## src/rtl/regwrite_arbiter_pkg.sv

```systemverilog
// Shared definitions for the register-file write-port arbiter.
//   XLEN_DEF    default data width
//   REG_ADDR_W  register address width (x0..x31)
//   NUM_REGS    number of architectural registers
//   gnt_e       write-port grant: none, pipeline writeback, or MulDiv FIFO head
//   rd_onehot   decodes a register address into a one-hot register mask
package regwrite_arbiter_pkg;

  localparam int XLEN_DEF   = 64;
  localparam int REG_ADDR_W = 5;
  localparam int NUM_REGS   = 32;

  typedef enum logic [1:0] {
    GNT_NONE = 2'd0,
    GNT_WB   = 2'd1,
    GNT_MD   = 2'd2
  } gnt_e;

  function automatic logic [NUM_REGS-1:0] rd_onehot(input logic [REG_ADDR_W-1:0] rd);
    logic [NUM_REGS-1:0] m;
    m     = '0;
    m[rd] = 1'b1;
    return m;
  endfunction

endpackage

```

## src/rtl/regwrite_arbiter_if.sv

```systemverilog
// Bundle of the write-port arbiter's bus signals.
//   master : pipeline writeback + MulDiv producers, regfile/decode consumers (testbench side)
//   slave  : the arbiter itself
//   wb_*       writeback request (wb_stall back-pressure)
//   md_*       MulDiv result handshake (md_ready back-pressure)
//   rf_*       registered regfile write port
//   pend_mask  registers with a result still in flight (FIFO or output register)
//   pend_count MulDiv FIFO occupancy
interface regwrite_arbiter_if #(
  parameter int XLEN  = 64,
  parameter int DEPTH = 2
) ();
  import regwrite_arbiter_pkg::*;

  logic                         wb_valid;
  logic [REG_ADDR_W-1:0]        wb_rd;
  logic [XLEN-1:0]              wb_data;
  logic                         wb_stall;
  logic                         md_valid;
  logic [REG_ADDR_W-1:0]        md_rd;
  logic [XLEN-1:0]              md_data;
  logic                         md_ready;
  logic                         rf_we;
  logic [REG_ADDR_W-1:0]        rf_rd;
  logic [XLEN-1:0]              rf_wdata;
  logic [NUM_REGS-1:0]          pend_mask;
  logic [$clog2(DEPTH+1)-1:0]   pend_count;

  modport master (
    output wb_valid, wb_rd, wb_data, md_valid, md_rd, md_data,
    input  wb_stall, md_ready, rf_we, rf_rd, rf_wdata, pend_mask, pend_count
  );

  modport slave (
    input  wb_valid, wb_rd, wb_data, md_valid, md_rd, md_data,
    output wb_stall, md_ready, rf_we, rf_rd, rf_wdata, pend_mask, pend_count
  );

endinterface

```

## src/rtl/regwrite_arbiter_fifo.sv

```systemverilog
// Synchronous FIFO of {rd, data} MulDiv results.
//   clk, rst            clock, synchronous active-high reset (empties the FIFO)
//   push/push_rd/_data  write an entry (ignored when full)
//   pop                 retire the head entry (ignored when empty)
//   head_rd/head_data   current head entry
//   full/empty/count    occupancy status
//   entry_rd/entry_valid per-slot destination and occupancy, for the pending mask
module regwrite_arbiter_fifo
  import regwrite_arbiter_pkg::*;
#(
  parameter int XLEN  = XLEN_DEF,
  parameter int DEPTH = 2
) (
  input  logic                        clk,
  input  logic                        rst,
  input  logic                        push,
  input  logic [REG_ADDR_W-1:0]       push_rd,
  input  logic [XLEN-1:0]             push_data,
  input  logic                        pop,
  output logic [REG_ADDR_W-1:0]       head_rd,
  output logic [XLEN-1:0]             head_data,
  output logic                        full,
  output logic                        empty,
  output logic [$clog2(DEPTH+1)-1:0]  count,
  output logic [REG_ADDR_W-1:0]       entry_rd [DEPTH],
  output logic [DEPTH-1:0]            entry_valid
);

  localparam int AW = $clog2(DEPTH);
  localparam int PW = AW + 1;
  localparam int CW = $clog2(DEPTH+1);

  // One extra pointer bit distinguishes full from empty; pointers wrap naturally.
  logic [PW-1:0]         wr_ptr;
  logic [PW-1:0]         rd_ptr;
  logic [REG_ADDR_W-1:0] mem_rd   [DEPTH];
  logic [XLEN-1:0]       mem_data [DEPTH];
  logic                  do_push;
  logic                  do_pop;

  assign count   = CW'(wr_ptr - rd_ptr);
  assign full    = (count == CW'(DEPTH));
  assign empty   = (count == '0);
  assign do_push = push && !full;
  assign do_pop  = pop && !empty;

  assign head_rd   = mem_rd[rd_ptr[AW-1:0]];
  assign head_data = mem_data[rd_ptr[AW-1:0]];

  always_ff @(posedge clk) begin
    if (rst) begin
      wr_ptr <= '0;
      rd_ptr <= '0;
    end else begin
      if (do_push) wr_ptr <= wr_ptr + PW'(1);
      if (do_pop)  rd_ptr <= rd_ptr + PW'(1);
    end
  end

  // Storage needs no reset: slots are only observed through the valid vector.
  always_ff @(posedge clk) begin
    if (!rst && do_push) begin
      mem_rd[wr_ptr[AW-1:0]]   <= push_rd;
      mem_data[wr_ptr[AW-1:0]] <= push_data;
    end
  end

  // A slot is live when its distance from the read pointer is below the occupancy.
  for (genvar i = 0; i < DEPTH; i++) begin : g_entry
    logic [AW-1:0] offs;
    assign offs           = AW'(i) - rd_ptr[AW-1:0];
    assign entry_rd[i]    = mem_rd[i];
    assign entry_valid[i] = (CW'(offs) < count);
  end

endmodule

```

## src/rtl/regwrite_arbiter.sv

```systemverilog
// Owns the single register-file write port, shared between the in-order
// writeback path and queued MulDiv results.
//   clk          clock, rising edge
//   rst          synchronous active-high reset; discards queued MulDiv results
//   bus (slave)  wb request/stall, md request/ready, registered rf write port,
//                pending-register mask and FIFO occupancy
// Writeback normally wins; a queued MulDiv result that has lost STARVE_LIMIT
// consecutive cycles forces a writeback stall so the FIFO can drain.
module regwrite_arbiter
  import regwrite_arbiter_pkg::*;
#(
  parameter int XLEN         = XLEN_DEF,
  parameter int DEPTH        = 2,
  parameter int STARVE_LIMIT = 4
) (
  input  logic               clk,
  input  logic               rst,
  regwrite_arbiter_if.slave  bus
);

  localparam int CW = $clog2(DEPTH+1);
  localparam int SW = $clog2(STARVE_LIMIT+1);

  logic                  fifo_push;
  logic                  fifo_pop;
  logic [REG_ADDR_W-1:0] head_rd;
  logic [XLEN-1:0]       head_data;
  logic                  fifo_full;
  logic                  fifo_empty;
  logic [CW-1:0]         fifo_count;
  logic [REG_ADDR_W-1:0] entry_rd [DEPTH];
  logic [DEPTH-1:0]      entry_valid;

  logic [SW-1:0]         starve_cnt;
  logic                  starve_hit;
  gnt_e                  gnt;
  logic [REG_ADDR_W-1:0] gnt_rd;
  logic [XLEN-1:0]       gnt_data;

  logic                  rf_we_q;
  logic [REG_ADDR_W-1:0] rf_rd_q;
  logic [XLEN-1:0]       rf_wdata_q;
  logic [NUM_REGS-1:0]   mask;
  logic                  md_ready;

  regwrite_arbiter_fifo #(
    .XLEN  (XLEN),
    .DEPTH (DEPTH)
  ) u_fifo (
    .clk         (clk),
    .rst         (rst),
    .push        (fifo_push),
    .push_rd     (bus.md_rd),
    .push_data   (bus.md_data),
    .pop         (fifo_pop),
    .head_rd     (head_rd),
    .head_data   (head_data),
    .full        (fifo_full),
    .empty       (fifo_empty),
    .count       (fifo_count),
    .entry_rd    (entry_rd),
    .entry_valid (entry_valid)
  );

  // No acceptance while reset is held, so a producer never believes a
  // result landed in a FIFO that is being cleared.
  assign md_ready  = !rst && !fifo_full;
  assign fifo_push = bus.md_valid && md_ready;

  assign starve_hit = !fifo_empty && (starve_cnt == SW'(STARVE_LIMIT));

  always_comb begin
    gnt = GNT_NONE;
    if (!fifo_empty && (starve_hit || !bus.wb_valid)) gnt = GNT_MD;
    else if (bus.wb_valid)                            gnt = GNT_WB;
  end

  assign fifo_pop = (gnt == GNT_MD);
  assign gnt_rd   = (gnt == GNT_MD) ? head_rd   : bus.wb_rd;
  assign gnt_data = (gnt == GNT_MD) ? head_data : bus.wb_data;

  always_ff @(posedge clk) begin
    if (rst) begin
      starve_cnt <= '0;
    end else if (!fifo_empty && gnt == GNT_WB) begin
      if (starve_cnt != SW'(STARVE_LIMIT)) starve_cnt <= starve_cnt + SW'(1);
    end else begin
      starve_cnt <= '0;
    end
  end

  // x0 grants are still consumed/popped but never reach the regfile; the
  // address/data registers keep their last values so the port stays quiet.
  always_ff @(posedge clk) begin
    if (rst) begin
      rf_we_q    <= 1'b0;
      rf_rd_q    <= '0;
      rf_wdata_q <= '0;
    end else if (gnt != GNT_NONE && gnt_rd != '0) begin
      rf_we_q    <= 1'b1;
      rf_rd_q    <= gnt_rd;
      rf_wdata_q <= gnt_data;
    end else begin
      rf_we_q    <= 1'b0;
    end
  end

  // The output register counts as pending: decode sees the value in flight
  // until the regfile write has actually happened.
  always_comb begin
    mask = '0;
    for (int i = 0; i < DEPTH; i++) begin
      if (entry_valid[i]) mask = mask | rd_onehot(entry_rd[i]);
    end
    if (rf_we_q) mask = mask | rd_onehot(rf_rd_q);
    mask[0] = 1'b0;
  end

  assign bus.wb_stall   = starve_hit;
  assign bus.md_ready   = md_ready;
  assign bus.rf_we      = rf_we_q;
  assign bus.rf_rd      = rf_rd_q;
  assign bus.rf_wdata   = rf_wdata_q;
  assign bus.pend_mask  = mask;
  assign bus.pend_count = fifo_count;

endmodule

```

## src/flat_wrapper.sv

```systemverilog
// flat-port wrapper written by rule: the top's interface ports become plain ports
module regwrite_arbiter_flat import regwrite_arbiter_pkg::*;
#(
  parameter int XLEN         = XLEN_DEF,
  parameter int DEPTH        = 2,
  parameter int STARVE_LIMIT = 4
)
  (clk, rst, bus_wb_valid, bus_wb_rd, bus_wb_data, bus_md_valid, bus_md_rd, bus_md_data, bus_wb_stall, bus_md_ready, bus_rf_we, bus_rf_rd, bus_rf_wdata, bus_pend_mask, bus_pend_count);
  regwrite_arbiter_if #(.XLEN(XLEN), .DEPTH(DEPTH)) bus_i ();
  input  logic clk;
  input  logic rst;
  input wire logic [$bits(bus_i.wb_valid)-1:0] bus_wb_valid;
  input wire logic [$bits(bus_i.wb_rd)-1:0] bus_wb_rd;
  input wire logic [$bits(bus_i.wb_data)-1:0] bus_wb_data;
  input wire logic [$bits(bus_i.md_valid)-1:0] bus_md_valid;
  input wire logic [$bits(bus_i.md_rd)-1:0] bus_md_rd;
  input wire logic [$bits(bus_i.md_data)-1:0] bus_md_data;
  output wire logic [$bits(bus_i.wb_stall)-1:0] bus_wb_stall;
  output wire logic [$bits(bus_i.md_ready)-1:0] bus_md_ready;
  output wire logic [$bits(bus_i.rf_we)-1:0] bus_rf_we;
  output wire logic [$bits(bus_i.rf_rd)-1:0] bus_rf_rd;
  output wire logic [$bits(bus_i.rf_wdata)-1:0] bus_rf_wdata;
  output wire logic [$bits(bus_i.pend_mask)-1:0] bus_pend_mask;
  output wire logic [$bits(bus_i.pend_count)-1:0] bus_pend_count;
  assign bus_i.wb_valid = bus_wb_valid;
  assign bus_i.wb_rd = bus_wb_rd;
  assign bus_i.wb_data = bus_wb_data;
  assign bus_i.md_valid = bus_md_valid;
  assign bus_i.md_rd = bus_md_rd;
  assign bus_i.md_data = bus_md_data;
  assign bus_wb_stall = bus_i.wb_stall;
  assign bus_md_ready = bus_i.md_ready;
  assign bus_rf_we = bus_i.rf_we;
  assign bus_rf_rd = bus_i.rf_rd;
  assign bus_rf_wdata = bus_i.rf_wdata;
  assign bus_pend_mask = bus_i.pend_mask;
  assign bus_pend_count = bus_i.pend_count;
  regwrite_arbiter #(.XLEN(XLEN), .DEPTH(DEPTH), .STARVE_LIMIT(STARVE_LIMIT)) u_core (.clk(clk), .rst(rst), .bus(bus_i));
endmodule
```

## config.mk

```make
export PLATFORM = sky130hd
export DESIGN_NAME = regwrite_arbiter_flat
export DESIGN_NICKNAME = d
export VERILOG_FILES = /design/src/rtl/regwrite_arbiter_pkg.sv /design/src/rtl/regwrite_arbiter_if.sv /design/src/rtl/regwrite_arbiter_fifo.sv /design/src/rtl/regwrite_arbiter.sv /design/src/flat_wrapper.sv
export SDC_FILE = /design/constraint.sdc
export NUM_CORES = 1
export LEC_CHECK = 0
export BUFFER_PORTS_ARGS = -buffer_cell sky130_fd_sc_hd__buf_2
export CAP_MARGIN = 20
export CORE_MARGIN = 4
export CORE_UTILIZATION = 50
export CTS_CLUSTER_SIZE = 25
export DETAILED_ROUTE_END_ITERATION = 12
export PLACE_DENSITY = 0.73
export SETUP_SLACK_MARGIN = 0.02
export SYNTH_ARGS = -nofsm -noshare
export SYNTH_HDL_FRONTEND = slang
export SYNTH_SLANG_ARGS = --single-unit
```

## constraint.sdc

```tcl
create_clock -name clk -period 5.45 [get_ports clk]
set_input_delay 1.09 -clock clk [delete_from_list [all_inputs] [get_ports clk]]
set_output_delay 1.09 -clock clk [all_outputs]
set_load 0.1 [all_outputs]
```

# Yosys cells after proc, flatten, opt, wreduce, memory -nomap -nowiden
# Memories as Yosys holds them, arrays and structs flattened. A register that Yosys moved wholly into a read port is not among the register bits.
# Cells that the tools add are included.
# W data, S select, Z words.
[op_classes]
addsub = 6
magnitude_cmp = 8
n_eq_ne = 5
mux = 20
bitwise_logic = 3
reduce_logical = 21
[ops]
columns = ["operator", "n"]
rows = [
  ["$mux W32", 3],
  ["$mux W64", 1],
  ["$or A32 B32 Y32", 2],
  ["$lt A5 B6 Y1 const B", 3],
  ["$demux W1 S5", 3],
  ["$ge A5 B1 Y1 const B", 3],
  ["$logic_and A1 B1 Y1", 12],
  ["$mux W1", 11],
  ["$mux W5", 1],
  ["$reduce_bool A5 Y1", 1],
  ["$add A2 B1 Y2 const B", 2],
  ["$eq A2 B2 Y1 const B", 2],
  ["$logic_not A1 Y1", 4],
  ["$lt A1 B2 Y1", 2],
  ["$add A3 B1 Y3 const B", 1],
  ["$eq A3 B3 Y1 const B", 1],
  ["$ne A3 B3 Y1 const B", 1],
  ["$eq A2 B1 Y1 const B", 1],
  ["$logic_not A2 Y1", 1],
  ["$mux W2", 1],
  ["$reduce_bool A2 Y1", 1],
  ["$reduce_or A2 Y1", 1],
  ["$sub A1 B1 Y1 const A", 2],
  ["$sub A2 B2 Y2", 1],
  ["other kinds (2)", 2],
]
[word_totals]
register_bits = 77
ramBits = 138
inputBits = 142
out_inout_bits = 106
wordCells = 71
n_memories = 2
[mem_list]
columns = ["name", "depth", "width", "rd", "rd_clocked_by_memory_dff", "wr", "line_no", "text"]
rows = [
  ["u_core.u_fifo.mem_data", 2, 64, 1, 1, 1, "regwrite_arbiter_fifo.sv:37", "logic [XLEN-1:0] mem_data [DEPTH];"],
  ["u_core.u_fifo.mem_rd", 2, 5, 3, 1, 1, "regwrite_arbiter_fifo.sv:36", "logic [REG_ADDR_W-1:0] mem_rd [DEPTH];"],
]

# Longest topological paths before layout
# Gate-level depths: netlist of run 1.
[logic_depth]
depth_word = 12
mapped_depth = 9
ltp_nobuf = 8

# By module
# A second synthesis of run 1 with hierarchy kept.
[unflattened]
hier_cells = 893
area_unflattened_um2 = 10496.3
[by_module_without_submodules]
columns = ["mod", "n_inst", "cells_per_inst", "area_per_inst_um2", "seq_area_each_um2"]
rows = [
  ["regwrite_arbiter_fifo", 1, 249, 5260.0, 4244.1],
  ["regwrite_arbiter", 1, 644, 5236.3, 1461.4],
]

# Worst setup path before layout of run 1
# Ideal clock, no wire load.
[synth_timing]
kind = "input port to flip-flop"
from = "input rst"
to = "memory u_core.u_fifo.mem_data[0][0], enable pin"
setup_time_ps = 497
arrival_ps = 5840
required_time_ps = 4953
setup_slack_ps = -887
stages = 3
n_path_buf = 0
path_cell_list = "a21oi_1 nand2_1 nor2_1"
[synth_via]
elab_chain_len = 7
[synth_lines]
columns = ["item", "line_no", "text"]
rows = [
  ["start: declaration", "flat_wrapper.sv:11", "input logic rst;"],
  ["$logic_not A1 Y1 (*)", "regwrite_arbiter_fifo.sv:62, regwrite_arbiter.sv:67", ""],
  ["$logic_and A1 B1 Y1", "regwrite_arbiter.sv:67", "assign md_ready = !rst && !fifo_full;"],
  ["$logic_and A1 B1 Y1", "regwrite_arbiter.sv:68", "assign fifo_push = bus.md_valid && md_ready;"],
  ["$logic_and A1 B1 Y1", "regwrite_arbiter_fifo.sv:44", "assign do_push = push && !full;"],
  ["$logic_and A1 B1 Y1 (*)", "regwrite_arbiter_fifo.sv:62", "if (!rst && do_push) begin"],
  ["$mux W1 (*)", "regwrite_arbiter_fifo.sv:62", ""],
  ["$mux W1 (not written as such) (*)", "regwrite_arbiter_fifo.sv:64", "mem_data[wr_ptr[AW-1:0]] <= push_data;"],
  ["end: declaration", "regwrite_arbiter_fifo.sv:37", ""],
]
# Mark *: on every way between the ends. The rest lies on a longest branch, timed or not.

# Worst setup path after layout of run 1
[layout_timing]
from = "register u_core.u_fifo.wr_ptr[1]"
to = "output bus_pend_mask[2]"
[layout_via]
elab_chain_len = 7
elab_cells_between_ends = 8
classes_between = "add/sub: 1; order compare: 2; mux: 3; bitwise: 2"
[layout_lines]
columns = ["item", "line_no", "text"]
rows = [
  ["start: declaration", "regwrite_arbiter_fifo.sv:34", "logic [PW-1:0] wr_ptr;"],
  ["start signal: assignment", "regwrite_arbiter_fifo.sv:55", "if (do_push) wr_ptr <= wr_ptr + PW'(1);"],
  ["$sub A2 B2 Y2 (*)", "regwrite_arbiter_fifo.sv:41", "assign count = CW'(wr_ptr - rd_ptr);"],
  ["$lt A1 B2 Y1", "regwrite_arbiter_fifo.sv:73", "assign entry_valid[i] = (CW'(offs) < count);"],
  ["$mux W32", "regwrite_arbiter.sv:113", "if (entry_valid[i]) mask = mask | rd_onehot(entry_rd[i]);"],
  ["$or A32 B32 Y32", "regwrite_arbiter.sv:113", ""],
  ["$mux W32 (*)", "regwrite_arbiter.sv:113", ""],
  ["$or A32 B32 Y32", "regwrite_arbiter.sv:115", "if (rf_we_q) mask = mask | rd_onehot(rf_rd_q);"],
  ["$mux W32 (*)", "regwrite_arbiter.sv:115", ""],
  ["end: declaration", "flat_wrapper.sv:23", "output wire logic [$bits(bus_i.pend_mask)-1:0] bus_pend_mask;"],
]
# Marked as above.

==> results of run 1 <==
[power by group through the flow]
stage | combinational, mW | sequential (mW) | clock (mW)
6_report | 1.66 | 2.01 | 1.51
5_1_grt | 1.75 | 2.03 | 1.61
4_1_cts | 1.67 | 2.01 | 1.54
3_5_place_dp | 1.67 | 2.04 | 0
3_3_place_gp | 1.65 | 2.04 | 0
2_1_floorplan | 0.690 | 2.71 | 0
[flip-flops by register name, summed over array words and instances, names as in the netlist, named ones only]
name / flops
u_core.bus.rf_wdata: 64
u_core.bus.rf_we: 1
u_core.bus.rf_rd: 5
u_core.u_fifo.mem_data: 128
u_core.u_fifo.wr_ptr: 2
u_core.u_fifo.mem_rd: 10
u_core.u_fifo.rd_ptr: 2
u_core.starve_cnt: 3
[cell families after synthesis]
kind of cell,synth area share
xor+xnor,0.00443
fa+ha+maj,0.00633
flops,0.577
mux,0.0753
simple gates,0.116
compound gates,0.182
other cells,0.000379
buf+inv,0.0387
[cell type report]
type	count	area, sq um
Fill cell	1559	7500
Sequential cell	216	5710
Multi-Input combinational cell	562	3830
Timing Repair Buffer	254	1320
Clock buffer	29	608
Tap cell	265	332
Clock inverter	13	124
Inverter	9	33.8
[critical path: stages (launching register included)]
cell and delay (ps):
dfxtp_1 360, xor2_1 240, inv_2 110, ha_1 240, nor3b_1 880, a22oi_1 130
o21ai_0 180, buf_2 490
[layer usage]
metal	wire (microns)	vias to the layer above	share of wire
met1	9980	3472	0.41
met2	11300	292	0.47
li1	-	3649	-
met5	86	-	0.0035
met4	687	14	0.028
met3	2220	62	0.091
[path summary, 6_finish.rpt]
path / end / cells past startpoint / start / slack, ps
max: bus_pend_mask[2] / 7 / u_core.u_fifo.wr_ptr[1] / 1220
min: u_core.u_fifo.rd_ptr[1] / 2 / u_core.u_fifo.rd_ptr[1] / 530
max reg2reg: u_core.bus.rf_wdata[53] / 8 / u_core.u_fifo.wr_ptr[0] / 2270
min reg2reg: u_core.u_fifo.rd_ptr[1] / 2 / u_core.u_fifo.rd_ptr[1] / 530
[per-stage QoR]
| step | setup TNS (ps) | util | setup WS (ps) | instances |
|---|---|---|---|---|
| floorplan | -236 | - | -58.9 | 866 |
| global placement | 0 | 0.577 | 1770 | 1306 |
| detailed placement | 0 | 0.577 | 1830 | 1306 |
| CTS | 0 | 0.615 | 1290 | 1348 |
| global route | 0 | 0.615 | 1020 | 1348 |
| finish | 0 | 0.615 | 1220 | 1348 |
[placed cells by master (no fill, tap or decap), types with 6 or more instances in the layout]
| cell | n |
|---|---|
| mux2i_1 | 70 |
| nand3b_1 | 6 |
| dfxtp_1 | 77 |
| clkbuf_16 | 23 |
| o21ai_1 | 8 |
| a211o_1 | 64 |
| nand2_1 | 30 |
| nand3_1 | 7 |
| a22oi_1 | 15 |
| o21ai_0 | 74 |
| nor3b_1 | 9 |
| buf_2 | 245 |
| o31ai_1 | 64 |
| nor2_1 | 77 |
| edfxtp_1 | 138 |
| inv_1 | 8 |
| o221ai_1 | 16 |
| buf_4 | 7 |
| nor2b_1 | 65 |
==> metrics.yaml, run 1 <==
status: "complete, no violations"
routed_wirelength_microns: 24300
antenna_found_initial: 7
combPwrFrac: 0.321
finalCritPeriodShare: 0.775
setup_viol_count_final: 0
syn-num-nets: 1013
die_w_microns: 149
synth_cells: 866
dp_hpwl_microns: 15900
async_flop_share: 0
fmax_mhz: 237
fin_skew_ps: 15.3
drc: 0
path_clk_slew_ps: 60
avgSynthCellArea_sq_um: 11.4
maxCapViolCount: 0
cts_setup_buffers: 0
p_sw_mw: 2.02
die_area_sq_mm: 0.0221
critPathArrivalTime_ps: 3140
die_y_microns: 149
grt_max_degree: 106
drt-pass1-iter-count: 7
cts_tree: "yes"
tightest_slew_ps: 1100
netSwitchingFraction: 0.390
p_leak_nw: 4.62
synth_most_common_cell: "edfxtp_1"
cp.required_ps: 4360
synth_edf_count: 138
start_util: 0.508
cp-end-kind: "primary output"
antennaDiodeCount: 0
period_minus_slack_ps: 4230
fin_area_sq_mm: 0.0120
ys_ff_latch: 216
synth_top_cell_by_area: "edfxtp_1"
num_vias: 7489
netlist_area_sq_mm: 0.00989
drtIter0Drc: 410
numPortBuffers: 246
grt_pass1_vias: 7273
final-max-slew-violation-count: 0
drive_above_1_share: 0.278
path_class: "register to primary output"
grt_busiest_layer: "met2"
grtUsageMet2: 0.346
ctsResizeCount: 0
io_pins: 248
clk_path_buf_depth: 3
final_nets: 1213
p_clk_frac: 0.291
core_region_area_sq_mm: 0.0195
synth.area.top_cells: "edfxtp_1 42%, dfxtp_1 16%, mux2i_1 7.2%, a211o_1 5.7%, o31ai_1 4.9%"
hold_buffers: 0
slew_headroom: 0.266
cts_made_buffers: 23
wl_per_cell_microns: 18.0
hold_viol: 0
synthFlopType: "edfxtp_1"
place.gp.congestion: 0.869
postPlaceCellArea_sq_mm: 0.0112
clkSinkCount: 216
p_per_area_mw_per_mm2: 433
synthTopCellsByCount: "138 x edfxtp_1, 79 x nor2_1, 78 x dfxtp_1"
areaGrowthSynthToFinish_pct: 20.9
grt_pass1_wl_microns: 37900
hold_ws_ps: 532
synth-seq-area-share: 0.577
grt_use_met3: 0.0558
peakVddDrop_mv: 0.272
crit_path_start_kind: "register"
overflow: 0
gr-usage-all-layers: 0.210
intPower_mw: 3.16
root_buffer: "clkbuf_16"
grt.met1_usage: 0.272
placementRows: 51
avgViaCountPerCell: 5.56
postRouteAntennaNets: 0
post-synth-top-area-fraction: 0.419
yosysWarnings: 0
worstSkewPairLatency_ps: 510
hold_path_class: "register to register"
critical_path.max_fanout: 8
p_seq_frac: 0.388
ys_types: 39
rsz0062_at_grt: "false"
htree_levels: 1
power_mw: 5.18
(Power assumes the default switching activity.)
==> run 2, diff against run 1 <==
--- a/config.mk
+++ b/config.mk
@@ -5,6 +5,7 @@
 export SDC_FILE = /design/constraint.sdc
 export NUM_CORES = 1
 export LEC_CHECK = 0
+export ABC_AREA = 1
 export BUFFER_PORTS_ARGS = -buffer_cell sky130_fd_sc_hd__buf_2
 export CAP_MARGIN = 20
 export CORE_MARGIN = 4
==> constraint.sdc (replaced) <==
create_clock -name clk -period 4.11 [get_ports clk]
set_input_delay 0.822 -clock clk [delete_from_list [all_inputs] [get_ports clk]]
set_output_delay 0.822 -clock clk [all_outputs]
set_load 0.1 [all_outputs]
==> metrics.yaml, run 2 <==
yosysWarnings: 0  # unchanged
layout_common_cells: "322 x nand2_1, 246 x buf_2, 147 x nor2_1, 138 x edfxtp_1, 100 x inv_1"
io_pins: 248  # unchanged
synthFlopType: "edfxtp_1"
numPortBuffers: 246  # unchanged
synth_edf_count: 138  # unchanged
die_w_microns: 149  # about the same
routed_wirelength_microns: 25400  # +4.5%
path_clk_slew_ps: 60  # about the same
hold_path_class: "register to register"
hold_viol: 0  # unchanged
fmax_mhz: 269
hold_buffers: 0  # unchanged
place.gp.congestion: 0.957  # +10%
syn-num-nets: 1226  # +21%
instances_no_fill: 1594  # +18%
gr-usage-all-layers: 0.225  # +0.0151
clkSinkCount: 216  # unchanged
synth_cells: 1079  # +25%
fill_cells: 1646  # +5.6%
clk_path_buf_depth: 3  # unchanged
path_class: "register to primary output"
start_util: 0.509  # +0.000771
drc: 0  # unchanged
drive_above_1_share: 0.279  # +0.00123
slew_headroom: 0.360  # +0.0938
critical_path.max_fanout: 8  # unchanged
multi_input_area_sq_mm: 0.00356  # -7.0%
worstSkewPairLatency_ps: 500  # about the same
largest_register_ff_count: 128  # unchanged
placementRows: 51  # unchanged
avgSynthCellArea_sq_um: 9.18  # -20%
crit_path_start_kind: "register"
synth_most_common_cell: "nand2_1"
period_minus_slack_ps: 3720
ctsResizeCount: 0  # unchanged
wl_per_cell_microns: 15.9  # -12%
htree_levels: 1  # unchanged
p_per_area_mw_per_mm2: 543  # +25%
cts_made_buffers: 23  # unchanged
die_area_sq_mm: 0.0221  # +0.15%
final_nets: 1459  # +20%
final-max-slew-violation-count: 0  # unchanged
netlist_area_sq_mm: 0.00991  # +0.15%
drtIter0Drc: 427  # +4.1%
power_mw: 6.56  # +27%
tightest_slew_ps: 959  # -140 ps
grt_pass1_vias: 8019  # +10%
hold_ws_ps: 474  # -58.4 ps
rsz0062_at_grt: "false"
final_common_cell: "nand2_1"
postRouteAntennaNets: 0  # unchanged
async_flop_share: 0  # unchanged
avgViaCountPerCell: 5.09  # -8.4%
cp-end-kind: "primary output"
synth.area.top_cells: "edfxtp_1 42%, dfxtp_1 16%, nand2_1 12%, mux2_2 7.3%, nor2_1 5.6%"
peakVddDrop_mv: 0.375  # +38%
antennaDiodeCount: 0  # unchanged
synthTopCellsByCount: "323 x nand2_1, 149 x nor2_1, 138 x edfxtp_1"
drt-pass1-iter-count: 5  # -2
setup_viol_count_final: 0  # unchanged
die_y_microns: 149  # about the same
dp.cells: 1552  # +19%
areaGrowthSynthToFinish_pct: 21.9
num_vias: 8108  # +8.3%
synth-seq-area-share: 0.576  # -0.000874
ff_latch_area_sq_mm: 0.00571  # unchanged
cp.required_ps: 3290  # -1070 ps
ys_types: 26  # -33%
status: "complete, no violations"
antenna_found_initial: 2  # -5
core_region_area_sq_mm: 0.0195  # unchanged
root_buffer: "clkbuf_16"
fin_skew_ps: 9.88  # -5.40 ps
grt_pass1_wl_microns: 40200  # +6.2%
dp_hpwl_microns: 17000  # +7.0%
maxCapViolCount: 0  # unchanged
ys_ff_latch: 216  # unchanged
finalCritPeriodShare: 0.905
grt_max_degree: 75  # -29%
post-synth-top-area-fraction: 0.418  # -0.000635
critPathArrivalTime_ps: 2900  # -240 ps
overflow: 0  # unchanged
synth_top_cell_by_area: "edfxtp_1"
cts_tree: "yes"
p_leak_nw: 5.71  # +24%
cts_setup_buffers: 0  # unchanged
## run 2: cell count changes after synthesis, moves of 15 or more
cell      change
a22oi_1      -15
inv_1        +93
o221ai_1     +15
mux2i_1      -71
clkbuf_1     -36
mux2_2       +61
a211o_1      -64
nor2b_1      -65
nand2_1     +293
o21ai_0      -63
nor2_1       +70
nand3_1      +87
o31ai_1      -64
## run 2: path summary, 6_finish.rpt
check                                from                 endpoint  slack, ps  cells past startpoint
setup / recovery  u_core.u_fifo.wr_ptr[0]        bus_pend_mask[25]        390                      9
hold / removal     u_core.bus.rf_wdata[9]   u_core.bus.rf_wdata[9]        470                      2
setup reg to reg  u_core.u_fifo.wr_ptr[0]  u_core.bus.rf_wdata[49]       1030                     13
hold reg to reg    u_core.bus.rf_wdata[9]   u_core.bus.rf_wdata[9]        470                      2
## run 2: area by class of cell
class,instances,share of cell area
flip-flops and latches,216,0.473
multi-input cells,707,0.295
repair buffers,260,0.112
clock buffers,29,0.0521
inverters,104,0.0323
well taps,265,0.0274
clock inverters,13,0.00870
## run 2: per-layer routing
metal  vias up  wire (microns)  GRT usage
met3        53            2160     0.0529
met2       299           12600      0.404
met1      3722            9950      0.265
li1       4030               -          -
met5         -              20          0
met4         4             643     0.0778
## run 2: where the power goes
group / internal (mW) / total, mW / switching [mW] / leakage, nW
clock network: 1.16 / 1.98 / 0.826 / 0.365
registers: 2.49 / 2.59 / 0.104 / 1.91
logic: 0.426 / 1.99 / 1.56 / 3.43
## run 2: critical path, stage by stage (launching register included)
cell and delay [ps]:
dfxtp_1 340, inv_1 150, ha_1 160, inv_1 40, ha_1 280, nor2_1 70
nor3_1 660, nand2_1 120, o221ai_1 100, buf_2 460
## run 2: kinds of logic after synthesis
family          after synthesis  synth area share
mux                          64            0.0728
other cells                   1          0.000379
flops                       216             0.576
xor+xnor                      1          0.000884
fa+ha+maj                     5           0.00632
buf+inv                     156            0.0659
simple gates                583             0.237
compound gates               53            0.0407
## run 2: metrics by stage
stage	instance area, sq um	utilization	setup slack (ps)	setup TNS (ps)
final	12100	0.621	392	0
after floorplan	9910	-	-677	-91790
after CTS	12100	0.621	383	0
after detailed placement	11300	0.583	926	0
after global routing	12100	0.621	182	0
after global placement	11300	0.583	991	0
==> run 3, diff against run 2 <==
--- a/config.mk
+++ b/config.mk
@@ -13,7 +13,9 @@
 export CTS_CLUSTER_SIZE = 25
 export DETAILED_ROUTE_END_ITERATION = 12
 export PLACE_DENSITY = 0.73
+export RECOVER_POWER = 100
 export SETUP_SLACK_MARGIN = 0.02
+export SKIP_CTS_REPAIR_TIMING = 1
 export SYNTH_ARGS = -nofsm -noshare
 export SYNTH_HDL_FRONTEND = slang
 export SYNTH_SLANG_ARGS = --single-unit
==> metrics.yaml, run 3 (synthesized netlist as in run 2, its figures left out) <==
fin_skew_ps: 8.91  # -0.968 ps
drive_above_1_share: 0.204  # -0.0752
areaGrowthSynthToFinish_pct: 20.2
largest_register_ff_count: 128  # unchanged
cp-end-kind: "primary output"
crit_path_start_kind: "register"
crit_start: "u_core.u_fifo.rd_ptr[1]"
routed_wirelength_microns: 25500  # +0.48%
grt_pass1_wl_microns: 40200  # unchanged
io_pins: 248  # unchanged
overflow: 0  # unchanged
die_w_microns: 149  # unchanged
r2r-end: "u_core.bus.rf_wdata[49]"
r2r_cells: 14  # +1
clk_path_buf_depth: 3  # unchanged
avgViaCountPerCell: 5.08  # about the same
finalCritPeriodShare: 0.899  # -0.00530
r2r-start: "u_core.starve_cnt[0]"
ff_latch_area_sq_mm: 0.00571  # unchanged
p_leak_nw: 5.35  # -6.4%
gr-usage-all-layers: 0.225  # unchanged
path_clk_slew_ps: 60  # about the same
dp_hpwl_microns: 17000  # unchanged
power_mw: 6.53  # -0.56%
top_layer: "met5"
cp-endpoint: "bus_pend_mask[22]"
wl_per_cell_microns: 16.0  # +0.48%
start_util: 0.509  # unchanged
worstSkewPairLatency_ps: 500  # about the same
drc: 0  # unchanged
hold_ws_ps: 481  # +7.20 ps
fmax_mhz: 271  # +0.59%
period_minus_slack_ps: 3700  # -21.8 ps
maxCapViolCount: 3  # +3
root_buffer: "clkbuf_16"
drt-pass1-iter-count: 5  # unchanged
antenna_found_initial: 2  # unchanged
route.met3.wl_microns: 2130  # -1.4%
hold_viol: 0  # unchanged
cts_tree: "yes"
die_y_microns: 149  # unchanged
peakVddDrop_mv: 0.376  # +0.29%
cp.required_ps: 3290  # about the same
critical_path.max_fanout: 8  # unchanged
placementRows: 51  # unchanged
grt_max_degree: 75  # unchanged
critPathArrivalTime_ps: 2870  # -30 ps
drtIter0Drc: 369  # -14%
layout_common_cells: "322 x nand2_1, 150 x nor2_1, 138 x edfxtp_1, 123 x buf_2, 100 x inv_1"
fill_cells: 1710  # +3.9%
numPortBuffers: 246  # unchanged
antennaDiodeCount: 0  # unchanged
slew_headroom: -0.388  # -0.748
reg2reg_slack_ps: 480  # -550 ps
final_nets: 1459  # unchanged
status: "complete, but fails checks"
grt_pass1_vias: 8019  # unchanged
num_vias: 8102  # -0.074%
p_per_area_mw_per_mm2: 548  # +0.84%
core_region_area_sq_mm: 0.0195  # unchanged
multi_input_area_sq_mm: 0.00354  # -0.81%
cts_made_buffers: 23  # unchanged
die_area_sq_mm: 0.0221  # unchanged
htree_levels: 1  # unchanged
setup_viol_count_final: 0  # unchanged
final-max-slew-violation-count: 165  # +165
path_class: "register to primary output"
wl_met1_microns: 9990  # +0.43%
wl_met2_microns: 12700  # +0.67%
place.gp.congestion: 0.957  # unchanged
hold_path_class: "register to register"
failed_checks: "max-capacitance violations, max-slew violations"
final_common_cell: "nand2_1"
rsz0062_at_grt: "false"
postRouteAntennaNets: 0  # unchanged
clkSinkCount: 216  # unchanged
tightest_slew_ps: 2070  # +1120 ps
run 3: cell count changes in the layout (fill, tap and decap cells not counted), sizes merged:
cell and delta:
clkinv +1, inv -1, clkbuf +126, buf -126
run 3: report_power, final:
group | total, mW | leakage (nW) | switching (mW) | internal (mW)
Clock | 1.98 | 0.365 | 0.824 | 1.16
Combinational | 1.95 | 3.07 | 1.56 | 0.387
Sequential | 2.60 | 1.91 | 0.107 | 2.49
run 3: stage by stage:
step / cells / cell area [sq um] / utilization / setup WS [ps] / setup TNS, ps
floorplan: 1079 / 9910 / - / -677 / -91790
global placement: 1552 / 11300 / 0.583 / 991 / 0
detailed placement: 1552 / 11300 / 0.583 / 926 / 0
CTS: 1594 / 12100 / 0.621 / 383 / 0
global route: 1594 / 11900 / 0.612 / 95.8 / 0
finish: 1594 / 11900 / 0.612 / 414 / 0
run 3: worst min path at each step:
stage / start / slack, ps / cells after the start / to
after floorplan: u_core.u_fifo.wr_ptr[1] / 440 / 1 / u_core.u_fifo.wr_ptr[1]
after global placement: u_core.u_fifo.wr_ptr[1] / 450 / 1 / u_core.u_fifo.wr_ptr[1]
after detailed placement: u_core.bus.rf_wdata[9] / 460 / 2 / u_core.bus.rf_wdata[9]
after CTS: u_core.bus.rf_wdata[9] / 480 / 2 / u_core.bus.rf_wdata[9]
after global routing: bus_md_data[61] / 470 / 1 / u_core.u_fifo.mem_data[1][61]
final: u_core.bus.rf_wdata[9] / 480 / 2 / u_core.bus.rf_wdata[9]
run 3: layout make-up:
class                           instances  share of cell area
Multi-Input combinational cell        707               0.297
Inverter                              104              0.0328
Tap cell                              265              0.0278
Clock inverter                         13             0.00882
Timing Repair Buffer                  260               0.102
Clock buffer                           29              0.0528
Sequential cell                       216               0.479
run 3: critical path: stages (launching register included):
cell and delay (ps):
dfxtp_1 310, inv_1 80, nand2_1 100, nand2_1 70, inv_1 50, ha_1 180
inv_1 110, nand3_1 290, o221ai_1 280, clkbuf_1 900
run 3: per-layer routing:
layer | up-vias | GRT usage
met5 | - | 0
met4 | 4 | 0.0778
met3 | 57 | 0.0529
met2 | 301 | 0.404
met1 | 3712 | 0.265
li1 | 4028 | -
